===== src/rtl/slow_clock_tracker.sv =====
// Samples a divided slow clock in the clk domain, emits rise/fall ticks and measures
// period and high time, qualifying them against an expected divide factor to report lock.
//
// state   | meaning
// --------+-------------------------------------------------------------
// IDLE    | waiting for a rise with a usable factor (>=2)
// MEASURE | counting consecutive matching periods toward lock
// LOCKED  | slow clock trusted; any mismatch or stall drops to ERROR
// ERROR   | sticky fault until reset or expected_factor changes
module slow_clock_tracker #(
  parameter int N           = 32,
  parameter int SYNC_STAGES = 2,
  parameter int LOCK_COUNT  = 4,
  parameter int TOL         = 0
) (
  input  logic         clk,
  input  logic         RESET_SIM_N,
  input  logic         slow_clock_in,
  input  logic [N-1:0] expected_factor,
  output logic         rise_tick,
  output logic         fall_tick,
  output logic [N-1:0] period,
  output logic [N-1:0] high_time,
  output logic         period_valid,
  output logic         locked,
  output logic         lock_err
);

  typedef enum logic [1:0] {IDLE, MEASURE, LOCKED, ERROR} state_e;

  localparam logic [N-1:0] ONE    = N'(1);
  localparam logic [N:0]   TOL_W  = (N+1)'(TOL);
  localparam logic [3:0]   LOCK_W = 4'(LOCK_COUNT);

  function automatic logic [N-1:0] sat_inc(input logic [N-1:0] v);
    return (&v) ? v : v + ONE;
  endfunction

  function automatic logic [N:0] abs_diff(input logic [N-1:0] a, input logic [N-1:0] b);
    logic [N:0] ea;
    logic [N:0] eb;
    ea = {1'b0, a};
    eb = {1'b0, b};
    return (ea >= eb) ? ea - eb : eb - ea;
  endfunction

  logic [SYNC_STAGES-1:0] sync_q, sync_d;
  logic                   p_q, p_d;
  logic                   rise_q, rise_d;
  logic                   fall_q, fall_d;
  logic [N-1:0]           cnt_q, cnt_d;
  logic [N-1:0]           hcnt_q, hcnt_d;
  logic                   hrun_q, hrun_d;
  logic [N-1:0]           period_q, period_d;
  logic [N-1:0]           high_time_q, high_time_d;
  logic                   pv_q, pv_d;
  logic                   seen_q, seen_d;
  logic [N-1:0]           factor_q, factor_d;
  state_e                 state_q, state_d;
  logic [3:0]             mcnt_q, mcnt_d;
  logic                   locked_q, locked_d;
  logic                   lock_err_q, lock_err_d;

  logic s;
  logic fchg;
  logic match;
  logic timeout;

  always_comb begin
    s           = sync_q[SYNC_STAGES-1];
    sync_d      = {sync_q[SYNC_STAGES-2:0], slow_clock_in};
    p_d         = s;
    rise_d      = s & ~p_q;
    fall_d      = ~s & p_q;
    fchg        = (expected_factor != factor_q);
    factor_d    = expected_factor;

    cnt_d       = rise_d ? ONE : sat_inc(cnt_q);
    // hcnt runs only between a rise and the following fall
    hcnt_d      = rise_d ? ONE : (hrun_q ? sat_inc(hcnt_q) : hcnt_q);
    hrun_d      = rise_d ? 1'b1 : (fall_d ? 1'b0 : hrun_q);
    high_time_d = fall_d ? hcnt_q : high_time_q;

    // The first rise after IDLE/reset only opens the window; no period yet
    pv_d        = rise_d & seen_q;
    period_d    = pv_d ? cnt_q : period_q;
    seen_d      = fchg ? 1'b0 : (rise_d ? 1'b1 : seen_q);
  end

  always_comb begin
    match   = (abs_diff(period_q, factor_q) <= TOL_W) &&
              (abs_diff(high_time_q, factor_q >> 1) <= TOL_W);
    timeout = ({1'b0, cnt_q} > ({1'b0, factor_q} + TOL_W));
  end

  always_comb begin
    state_d = state_q;
    mcnt_d  = mcnt_q;
    if (fchg) begin
      // A factor change outranks any sample arriving in the same cycle
      state_d = IDLE;
      mcnt_d  = 4'd0;
    end else begin
      case (state_q)
        IDLE: begin
          if (rise_q && (factor_q > ONE)) begin
            state_d = MEASURE;
            mcnt_d  = 4'd0;
          end
        end
        MEASURE: begin
          if (pv_q) begin
            if (match) begin
              mcnt_d = mcnt_q + 4'd1;
              if (mcnt_q + 4'd1 >= LOCK_W) state_d = LOCKED;
            end else begin
              mcnt_d = 4'd0;
            end
          end
        end
        LOCKED: begin
          if ((pv_q && !match) || timeout) state_d = ERROR;
        end
        ERROR:   state_d = ERROR;
        default: state_d = IDLE;
      endcase
    end
    locked_d   = (state_d == LOCKED);
    lock_err_d = (state_d == ERROR);
  end

  always_ff @(posedge clk or negedge RESET_SIM_N) begin
    if (!RESET_SIM_N) begin
      sync_q      <= '0;
      p_q         <= 1'b0;
      rise_q      <= 1'b0;
      fall_q      <= 1'b0;
      cnt_q       <= '0;
      hcnt_q      <= '0;
      hrun_q      <= 1'b0;
      period_q    <= '0;
      high_time_q <= '0;
      pv_q        <= 1'b0;
      seen_q      <= 1'b0;
      factor_q    <= '0;
      state_q     <= IDLE;
      mcnt_q      <= 4'd0;
      locked_q    <= 1'b0;
      lock_err_q  <= 1'b0;
    end else begin
      sync_q      <= sync_d;
      p_q         <= p_d;
      rise_q      <= rise_d;
      fall_q      <= fall_d;
      cnt_q       <= cnt_d;
      hcnt_q      <= hcnt_d;
      hrun_q      <= hrun_d;
      period_q    <= period_d;
      high_time_q <= high_time_d;
      pv_q        <= pv_d;
      seen_q      <= seen_d;
      factor_q    <= factor_d;
      state_q     <= state_d;
      mcnt_q      <= mcnt_d;
      locked_q    <= locked_d;
      lock_err_q  <= lock_err_d;
    end
  end

  assign rise_tick    = rise_q;
  assign fall_tick    = fall_q;
  assign period       = period_q;
  assign high_time    = high_time_q;
  assign period_valid = pv_q;
  assign locked       = locked_q;
  assign lock_err     = lock_err_q;

endmodule


===== config.mk =====
export PLATFORM = sky130hd
export DESIGN_NAME = slow_clock_tracker
export DESIGN_NICKNAME = d
export VERILOG_FILES = /design/src/rtl/slow_clock_tracker.sv
export SDC_FILE = /design/constraint.sdc
export NUM_CORES = 1
export LEC_CHECK = 0
export ABC_AREA = 1
export CAP_MARGIN = 15
export CORE_UTILIZATION = 60
export DETAILED_ROUTE_END_ITERATION = 12
export HOLD_SLACK_MARGIN = 0.03
export PLACE_DENSITY = 0.85
export SLEW_MARGIN = 20
export SYNTH_ARGS = -nofsm -noshare
export SYNTH_HDL_FRONTEND = slang
export SYNTH_SLANG_ARGS = --single-unit

===== constraint.sdc =====
create_clock -name clk -period 4.1 [get_ports clk]
set_input_delay 1.025 -clock clk [delete_from_list [all_inputs] [get_ports clk]]
set_output_delay 1.025 -clock clk [all_outputs]
set_load 0.01 [all_outputs]

==> flow_metrics.py <==
metrics = {
    "pwr": {
        "p_leak_nw": 11.5,
        "p_per_area_mw_per_mm2": 227,
        "vdd.ir_drop.worst_uv": 373,
        "finalPower_w": 0.00469,
    },
    "synth": {
        "synth_top_area_share": 0.239,
        "synth_seq_cells": 176,
        "async_flop_share": 1.00,
        "synth_edf_count": 0,
        "ys_top_cells_by_area": "nand2_1, dfrtp_1, inv_1",
        "synth_area_per_cell_um2": 5.92,
        "ys.flop_type": "dfrtp_1",
        "synth_area_mm2": 0.0187,
        "ys.warnings.count": 0,
        "synth_seq_area_share": 0.236,
        "ys_types": 53,
        "syn_inst": 3157,
        "synth_fp_nets": 3355,
        "yosysTopAreaCell": "nand2_1",
    },
    "critical_path": {
        "end_kind": "register",
        "arrival_ns": 4.28,
        "crit_fanout": 5,
        "cp-startpoint": "factor_q[2]$_DFF_PN0_",
        "r2r-start": "factor_q[2]$_DFF_PN0_",
        "crit_type": "reg -> reg",
        "reg2reg_depth": 22,
        "r2r_setup_slack_ns": 0.19,
        "required_ns": 4.47,
        "start_kind": "register",
        "r2r-end": "mcnt_q[0]$_DFFE_PN0P_",
    },
    "die": {
        "die_h_um": 178,
        "start_util": 0.610,
        "dieArea_mm2": 0.0318,
        "io_pins": 104,
        "rows": 64,
        "die_w_um": 178,
        "coreArea_mm2": 0.0306,
    },
    "routing": {
        "drtPass1Iterations": 7,
        "wl_per_cell_um": 20.3,
        "wirelength_um": 74300,
        "drc_errors": 0,
        "drt_iter0_drc": 3059,
        "antenna_left": 0,
        "viasPerCell": 5.91,
        "via_count": 21700,
    },
    "cells_and_area": {
        "final_cell_mix": "nand2_1, inv_1, nor2_1, nand3_1, dfrtp_1",
        "final_area_mm2": 0.0207,
        "nNetsFinal": 3451,
        "drive_gt1_frac": 0.0380,
        "final_common_cell": "nand2_1",
        "area_growth_pct": 10.9,
        "num_antenna_cells": 0,
        "finish.utilization": 0.677,
    },
    "status": {
        "status": "completed",
    },
    "grt": {
        "grt_max_degree": 66,
        "grt_overflow": 0,
        "antenna_found_initial": 0,
        "grtUsageTotal": 0.469,
        "grt_pass1_wl_um": 111000,
        "grt_pass1_vias": 19500,
    },
    "clock_network": {
        "clockBufferDepth": 2,
        "cts_made_buffers": 17,
        "clock_sinks": 176,
        "htreeDepth": 4,
        "cts_tree": "done",
        "postCtsHoldBufs": 0,
        "clk_pin_slew_ns": 0.07,
        "cts_root_buf": "clkbuf_16",
        "clock_latency_ns": 0.45,
    },
    "timing": {
        "finalCritPeriodShare": 0.955,
        "finalSetupViolations": 0,
        "slew_violations": 0,
        "min_period_ns": 3.91,
        "timing.setup.tns_ns": 0,
        "fmax_mhz": 256,
        "max_slew_margin": 0.307,
        "clock_skew_ns": 0.00946,
        "finalHoldViolCount": 0,
        "worstMarginPinSlew_ns": 1.04,
        "grt_setup_unrepaired": "no",
    },
    "flow_run": {
        "max_cap_viol_count": 0,
    },
    "hold_path": {
        "worstHoldStart": "sync_q[0]$_DFF_PN0_",
        "worstHoldPathCells": 0,
        "hold_path_class": "reg -> reg",
        "min_to": "sync_q[1]$_DFF_PN0_",
    },
    "placement": {
        "placed_cell_area_mm2": 0.0201,
        "gp_congestion": 1.11,
        "detailed_place_hpwl_um": 59800,
        "io_buffers": 103,
    },
}
==> flip-flops by register name (all words and copies together), names as in the netlist <==
| name | cells |
|---|---|
| hrun_q | 1 |
| period | 32 |
| sync_q | 2 |
| mcnt_q | 4 |
| high_time | 32 |
| cnt_q | 32 |
| hcnt_q | 32 |
| p_q | 1 |
| locked | 1 |
| seen_q | 1 |
| state_q | 2 |
| period_valid | 1 |
| rise_tick | 1 |
| lock_err | 1 |
| factor_q | 32 |
| fall_tick | 1 |
==> worst max-delay path: stages (launching register included) <==
cell and delay, ns:
dfrtp_1 0.60, inv_1 0.25, ha_1 0.26, nand2_1 0.07
nand2_1 0.19, inv_1 0.13, nand2_1 0.23, nand2_1 0.13
nand2_1 0.06, nor2_1 0.27, nand3_1 0.13, nor2_1 0.24
nand2_1 0.08, nand2_1 0.08, nand2_1 0.06, inv_1 0.05
nand2_1 0.04, nor2_1 0.08, nand2_1 0.07, nor2_2 0.28
nand2_2 0.11, or2_4 0.28, mux2i_4 0.13
==> area by class of cell <==
type / count / area (um^2)
multi-input combinational: 2323 / 11800
fill: 2738 / 9890
sequential: 176 / 4400
inverter: 620 / 2330
timing repair buffer: 115 / 1130
tap: 396 / 495
clock buffer: 19 / 443
clock inverter: 13 / 135
==> metrics by stage <==
| stage | hold WS, ns | setup WS (ns) | std cells |
|---|---|---|---|
| floorplan | 0.331 | 1.34 | 3157 |
| global placement | 0.344 | 0.482 | 3630 |
| detailed placement | 0.339 | 0.416 | 3630 |
| CTS | 0.361 | 0.365 | 3662 |
| global route | 0.372 | 0.120 | 3662 |
| finish | 0.360 | 0.186 | 3662 |
==> worst max path at each step <==
stage,endpoint
floorplan,mcnt_q[0]$_DFFE_PN0P_
global placement,mcnt_q[0]$_DFFE_PN0P_
detailed placement,mcnt_q[3]$_DFFE_PN0P_
CTS,mcnt_q[0]$_DFFE_PN0P_
global route,locked$_DFF_PN0_
finish,mcnt_q[0]$_DFFE_PN0P_
==> cell usage after synthesis (3+ instances only) <==
cell / n
inv_2: 5
dfrtp_1: 176
clkbuf_1: 21
a211oi_1: 9
nand2_2: 17
a21oi_1: 145
nand2_1: 1189
ha_1: 163
nand4_1: 83
o211ai_1: 3
o21a_1: 6
nor2_1: 221
inv_1: 613
o21bai_1: 7
xor2_1: 34
a21oi_2: 3
nand3b_1: 3
nor2_2: 20
clkbuf_2: 4
nor3_1: 35
nand3_1: 182
nor4_1: 15
o21ai_0: 123
nand3_2: 3
or2_2: 10
xnor2_1: 18
nor2_4: 7
o21ai_2: 3
buf_2: 9
==> layer usage <==
layer,vias up,track usage,routed length [um]
met1,9852,0.639,29200
li1,9984,-,-
met4,0,0.262,4850
met3,300,0.139,10800
met5,-,0,0
met2,1522,0.656,29400
==> where the power goes <==
part           total, W  internal [W]  switching (W)
combinational   0.00119      0.000353       0.000835
sequential      0.00187       0.00179      0.0000847
clock           0.00163      0.000915       0.000716
total           0.00469       0.00305        0.00164
==> logic make-up (layout without fill, tap and decap cells) <==
logic type / after synthesis / in the layout / share of synthesized area
multiplexers: 1 / 1 / 0.00121
buffers and inverters: 658 / 767 / 0.135
XOR/XNOR: 52 / 52 / 0.0244
adder cells (fa/ha/maj): 163 / 163 / 0.109
AO/OA/AOI/OAI: 311 / 311 / 0.0907
flip-flops: 176 / 176 / 0.236
AND/OR/NAND/NOR: 1796 / 1796 / 0.404
==> what timing repair did <==
item / CTS / global route
setup endpoints to repair: 0 / 5
setup buffers: 0 / 0
gates resized for setup: 0 / 1
Power figures use the tool's default switching activity.
